<file path="config.mk">
export PLATFORM = sky130hd
export DESIGN_NAME = jt6295_seqn
export DESIGN_NICKNAME = d
export VERILOG_FILES = /design/src/rtl/jt6295_seqn.sv
export SDC_FILE = /design/constraint.sdc
export NUM_CORES = 1
export LEC_CHECK = 0
export ABC_AREA = 0
export ABC_CLOCK_PERIOD_IN_PS = 5200
export CAP_MARGIN = 0
export CORE_MARGIN = 3
export CORE_UTILIZATION = 51
export DETAILED_ROUTE_END_ITERATION = 10
export GPL_ROUTABILITY_DRIVEN = 0
export PLACE_DENSITY_LB_ADDON = 0.15
export SYNTH_ARGS = -nofsm -noshare
export SYNTH_HDL_FRONTEND = slang
export SYNTH_SLANG_ARGS = --single-unit
</file>
<file path="constraint.sdc">
create_clock -name clk -period 5.2 [get_ports clk]
set_input_delay 1.56 -clock clk [delete_from_list [all_inputs] [get_ports clk]]
set_output_delay 1.56 -clock clk [all_outputs]
set_load 0.05 [all_outputs]
</file>
<file path="src/rtl/jt6295_seqn.sv">
`default_nettype none
// ============================================================================
//  Module   : jt6295_seqn
//  Purpose  : Time-multiplexed ADPCM channel sequencer; fetches one nibble
//             per channel slot and feeds the shared decoder pipe.
//  Revision : 1.0  initial release
// ============================================================================
module jt6295_seqn #(
    parameter int NCH = 4,
    parameter int CW  = 2,
    parameter int AW  = 18
) (
    input  logic              clk,
    input  logic              rst,
    input  logic              cen,
    input  logic [NCH-1:0]    start,
    input  logic [NCH-1:0]    stop,
    input  logic [NCH-1:0]    loop,
    input  logic [NCH*AW-1:0] start_addr,
    input  logic [NCH*AW-1:0] stop_addr,
    input  logic [NCH*4-1:0]  att,
    output logic [AW-1:0]     rom_addr,
    input  logic [7:0]        rom_data,
    input  logic              rom_ok,
    output logic [NCH-1:0]    busy,
    output logic [NCH-1:0]    done,
    output logic              pipe_en,
    output logic              pipe_first,
    output logic [CW-1:0]     pipe_ch,
    output logic [3:0]        pipe_data,
    output logic [3:0]        pipe_att
);

    localparam logic [CW-1:0] c_last = CW'(NCH - 1);

    logic [AW-1:0] w_start [NCH];
    logic [AW-1:0] w_stop  [NCH];
    logic [3:0]    w_att   [NCH];

    generate
        for (genvar g = 0; g < NCH; g++) begin : g_unpack
            assign w_start[g] = start_addr[g*AW +: AW];
            assign w_stop[g]  = stop_addr[g*AW +: AW];
            assign w_att[g]   = att[g*4 +: 4];
        end
    endgenerate

    logic [CW-1:0]  r_slot;
    logic [NCH-1:0] r_busy;
    logic [NCH-1:0] r_done;
    logic [NCH-1:0] r_first;
    logic [NCH-1:0] r_loop;
    logic [NCH-1:0] r_pend_start;
    logic [NCH-1:0] r_pend_stop;
    logic [AW:0]    r_nib [NCH];
    logic [AW-1:0]  r_rom_addr;
    logic           r_pipe_en;
    logic           r_pipe_first;
    logic [CW-1:0]  r_pipe_ch;
    logic [3:0]     r_pipe_data;
    logic [3:0]     r_pipe_att;

    logic [CW-1:0]  w_next;
    logic [NCH-1:0] w_clr;
    logic [AW:0]    w_exit_nib;
    logic           w_exit_end;
    logic           w_load;

    always_comb begin
        w_next = (r_slot == c_last) ? '0 : r_slot + CW'(1);
        w_clr  = '0;
        if (cen) begin
            w_clr[w_next] = 1'b1;
        end
        w_exit_nib = r_nib[r_slot];
        // End of sample: low nibble of the inclusive last byte
        w_exit_end = w_exit_nib[0] && (w_exit_nib[AW:1] == w_stop[r_slot]);
        w_load     = r_pend_start[w_next] && !r_pend_stop[w_next] && !r_busy[w_next];
    end

    always_ff @(posedge clk) begin
        if (rst) begin
            r_slot       <= '0;
            r_busy       <= '0;
            r_done       <= '0;
            r_first      <= '0;
            r_loop       <= '0;
            r_pend_start <= '0;
            r_pend_stop  <= '0;
            r_rom_addr   <= '0;
            r_pipe_en    <= 1'b0;
            r_pipe_first <= 1'b0;
            r_pipe_ch    <= '0;
            r_pipe_data  <= '0;
            r_pipe_att   <= '0;
            for (int i = 0; i < NCH; i++) begin
                r_nib[i] <= '0;
            end
        end else begin
            r_done       <= '0;
            // Requests arriving on the clearing edge survive to the next period
            r_pend_start <= (r_pend_start & ~w_clr) | start;
            r_pend_stop  <= (r_pend_stop  & ~w_clr) | stop;
            if (cen) begin
                r_slot       <= w_next;
                r_pipe_ch    <= r_slot;
                r_pipe_att   <= w_att[r_slot];
                r_pipe_en    <= 1'b0;
                r_pipe_first <= 1'b0;
                if (r_busy[r_slot] && rom_ok) begin
                    r_pipe_en      <= 1'b1;
                    r_pipe_data    <= w_exit_nib[0] ? rom_data[3:0] : rom_data[7:4];
                    r_pipe_first   <= r_first[r_slot];
                    r_first[r_slot] <= 1'b0;
                    if (w_exit_end) begin
                        if (r_loop[r_slot]) begin
                            r_nib[r_slot]   <= {w_start[r_slot], 1'b0};
                            r_first[r_slot] <= 1'b1;
                        end else begin
                            r_busy[r_slot] <= 1'b0;
                            r_done[r_slot] <= 1'b1;
                        end
                    end else begin
                        r_nib[r_slot] <= w_exit_nib + (AW+1)'(1);
                    end
                end
                if (r_pend_stop[w_next]) begin
                    r_busy[w_next] <= 1'b0;
                end else if (w_load) begin
                    r_nib[w_next]   <= {w_start[w_next], 1'b0};
                    r_busy[w_next]  <= 1'b1;
                    r_first[w_next] <= 1'b1;
                    r_loop[w_next]  <= loop[w_next];
                end
                r_rom_addr <= w_load ? w_start[w_next] : r_nib[w_next][AW:1];
            end
        end
    end

    assign rom_addr   = r_rom_addr;
    assign busy       = r_busy;
    assign done       = r_done;
    assign pipe_en    = r_pipe_en;
    assign pipe_first = r_pipe_first;
    assign pipe_ch    = r_pipe_ch;
    assign pipe_data  = r_pipe_data;
    assign pipe_att   = r_pipe_att;

endmodule
`default_nettype wire

</file>
==> flow_summary.ini <==
[run_status]
outcome = complete, no violations

[synthesis]
synthTopCellsByArea = mux4_2, edfxtp_1, dfxtp_1
synth_cell_types = 57
synthCells = 768
synthAdderAreaFrac = 0.00695
syn-cell-area_um2 = 9000
yosysTopAreaCellShare = 0.250
synth_seq_cells = 134
yosys.area_share.simple = 0.123
synth_seq_area_share = 0.378
syn_nets = 957
async_flop_share = 0
synth-edff-count = 72
synth_compound_area_frac = 0.0984
synth_top_family_by_area = multiplexers
yosysTopAreaCell = mux4_2
syn_avg_cell_area_um2 = 11.7
synth_xor_area_frac = 0.0331
yosysWarnings = 0
synth_mux_area_frac = 0.321
synthFlopType = edfxtp_1

[floorplan]
row_count = 47
die_area_um2 = 19300
die_w_um = 139
core_area_um2 = 16900
initial_core_util = 0.531
die_h_um = 139
io-pin-count = 222

[timing]
setup_violations = 0
rsz0062_at_grt = no
maxSlewHeadroom = 0.236
fin_crit_ns = 4.34
finalHoldViolCount = 0
skew_ns = 0.00863
timing.final.max_slew_violations = 0
tightest_slew_ns = 1.15
hold_ws_ns = 0.462
final.setup.tns_ns = 0
period_share = 0.834
max_freq_mhz = 230

[layout]
largest_reg_flops = 76
fin_nets = 1158
fillCellCount = 1278
final_common_cell = clkdlybuf4s50_1
finalInstanceArea_um2 = 11900
final_layout_size_suffix_gt1_frac = 0.209
top_register = r_nib
syn_to_final_growth_pct = 32.4
n_antenna_cell = 0
final_cell_mix = clkdlybuf4s50_1, mux4_2, nand2_1

[route]
dr_total_vias = 7828
vias_per_cell = 6.51
wl_per_cell_um = 24.2
ant_nets = 0
wirelength_mm = 29.1
firstDrtPassIters = 5
drt_iter0_markers = 916
drc = 0

[pwr]
vdd_drop_max_v = 0.000240
fin_total_pwr_uw = 3390
p_leak_uw = 0.00406
p_per_area_nw_per_um2 = 284

[worst_hold_path]
hold_start = pipe_en
holdPathStages = 2
worstHoldEndpoint = pipe_en
min_path_type = flip-flop to flip-flop

[clock_tree]
insertion_delay_ns = 0.43
cts_hold_buffers = 0
cts_setup_buffers = 0
cts.clk_slew.worst_paths_ns = 0.06
clk_path_buf_depth = 2
ctsResizeCount = 0
h-tree-depth = 4
cts_root_buf = clkbuf_16
numCtsBuffers = 17
cts_tree = built
cts.sinks = 134

[global_route]
grt.total_usage = 0.301
antenna_found_initial = 0
grt_start_max_net_pins = 65
grt_pass1_wl_mm = 45.5
overflow = 0
grt_pass1_vias = 8104

[critical_path]
critPathCaptureType = flip-flop
start_kind = flip-flop
r2r_slack_ns = 0.86
path_max_fanout = 26
cp_data_arrival_time_ns = 4.47
reg2reg_from = r_slot[0]
critical_path_class = flip-flop to flip-flop
reg2reg_to = r_nib[1][3]
cp.required_ns = 5.33
r2r_cells = 8

[placed_design]
io_buffers = 221
dpl_cell_area_um2 = 11300
dp_hpwl_mm = 20.3

[run]
drv_cap = 0
-- critical path: stages (launching register included) --
cell	delay, ns
dfxtp_4	0.66
ha_1	0.54
nor2_4	0.09
or3b_2	0.49
a311oi_4	0.32
and2b_1	0.19
and3_1	0.87
nand2b_2	0.64
o21ai_0	0.22
-- synth_stat cells (all sizes together), types with 15 or more instances --
cell	count
mux4	100
nor2	64
buf	39
a211oi	22
nor3	15
o21ai	71
a21oi	27
nand2	91
clkbuf	22
nand3	20
xor2	24
dfxtp	62
edfxtp	72
mux2i	44
-- layer usage --
layer | part of all wire | track usage | up-vias
met1 | 0.37 | 0.386 | 3865
li1 | - | - | 3376
met2 | 0.50 | 0.507 | 520
met5 | 0 | 0 | -
met4 | 0.021 | 0.0917 | 0
met3 | 0.11 | 0.0783 | 67
-- worst max path at each step --
stage | slack (ns) | endpoint | start
after floorplan | 0.72 | r_nib[2][10] | stop_addr[65]
after global placement | 0.59 | r_nib[3][15] | stop_addr[48]
after detailed placement | 0.57 | r_nib[1][11] | stop_addr[69]
after CTS | 0.94 | r_nib[1][3] | r_slot[0]
after global routing | 0.71 | r_nib[0][18] | r_slot[0]
final | 0.86 | r_nib[1][3] | r_slot[0]
-- cell families (layout without fill, tap and decap cells) --
group	Yosys count	after routing
fa+ha+maj	5	5
mux	153	153
xor+xnor	34	34
buf+inv	67	281
flops	134	134
simple gates	234	234
compound gates	141	141
-- power by group --
part	internal, uW	leakage [uW]	switching (uW)	total, uW
Combinational	477	0.00251	515	992
Sequential	1180	0.00126	52.9	1240
Clock	684	0.000285	475	1160
-- final cells by class --
| class | count | area [um2] | area share |
|---|---|---|---|
| Inverter | 6 | 22.5 | 0.00189 |
| Clock inverter | 10 | 65.1 | 0.00546 |
| Sequential cell | 134 | 3410 | 0.286 |
| Multi-Input combinational cell | 567 | 5260 | 0.442 |
| Clock buffer | 22 | 500 | 0.0420 |
| Timing Repair Buffer | 243 | 2380 | 0.200 |
| Tap cell | 220 | 275 | 0.0231 |
-- stage by stage --
step           cells  setup WS, ns   util
2_1_floorplan    768         0.724      -
3_3_place_gp    1170         0.594  0.670
3_5_place_dp    1170         0.573  0.670
4_1_cts         1202         0.939  0.704
5_1_grt         1202         0.712  0.704
6_report        1202         0.861  0.704
Note: power is estimated with default switching activity, not from simulation.
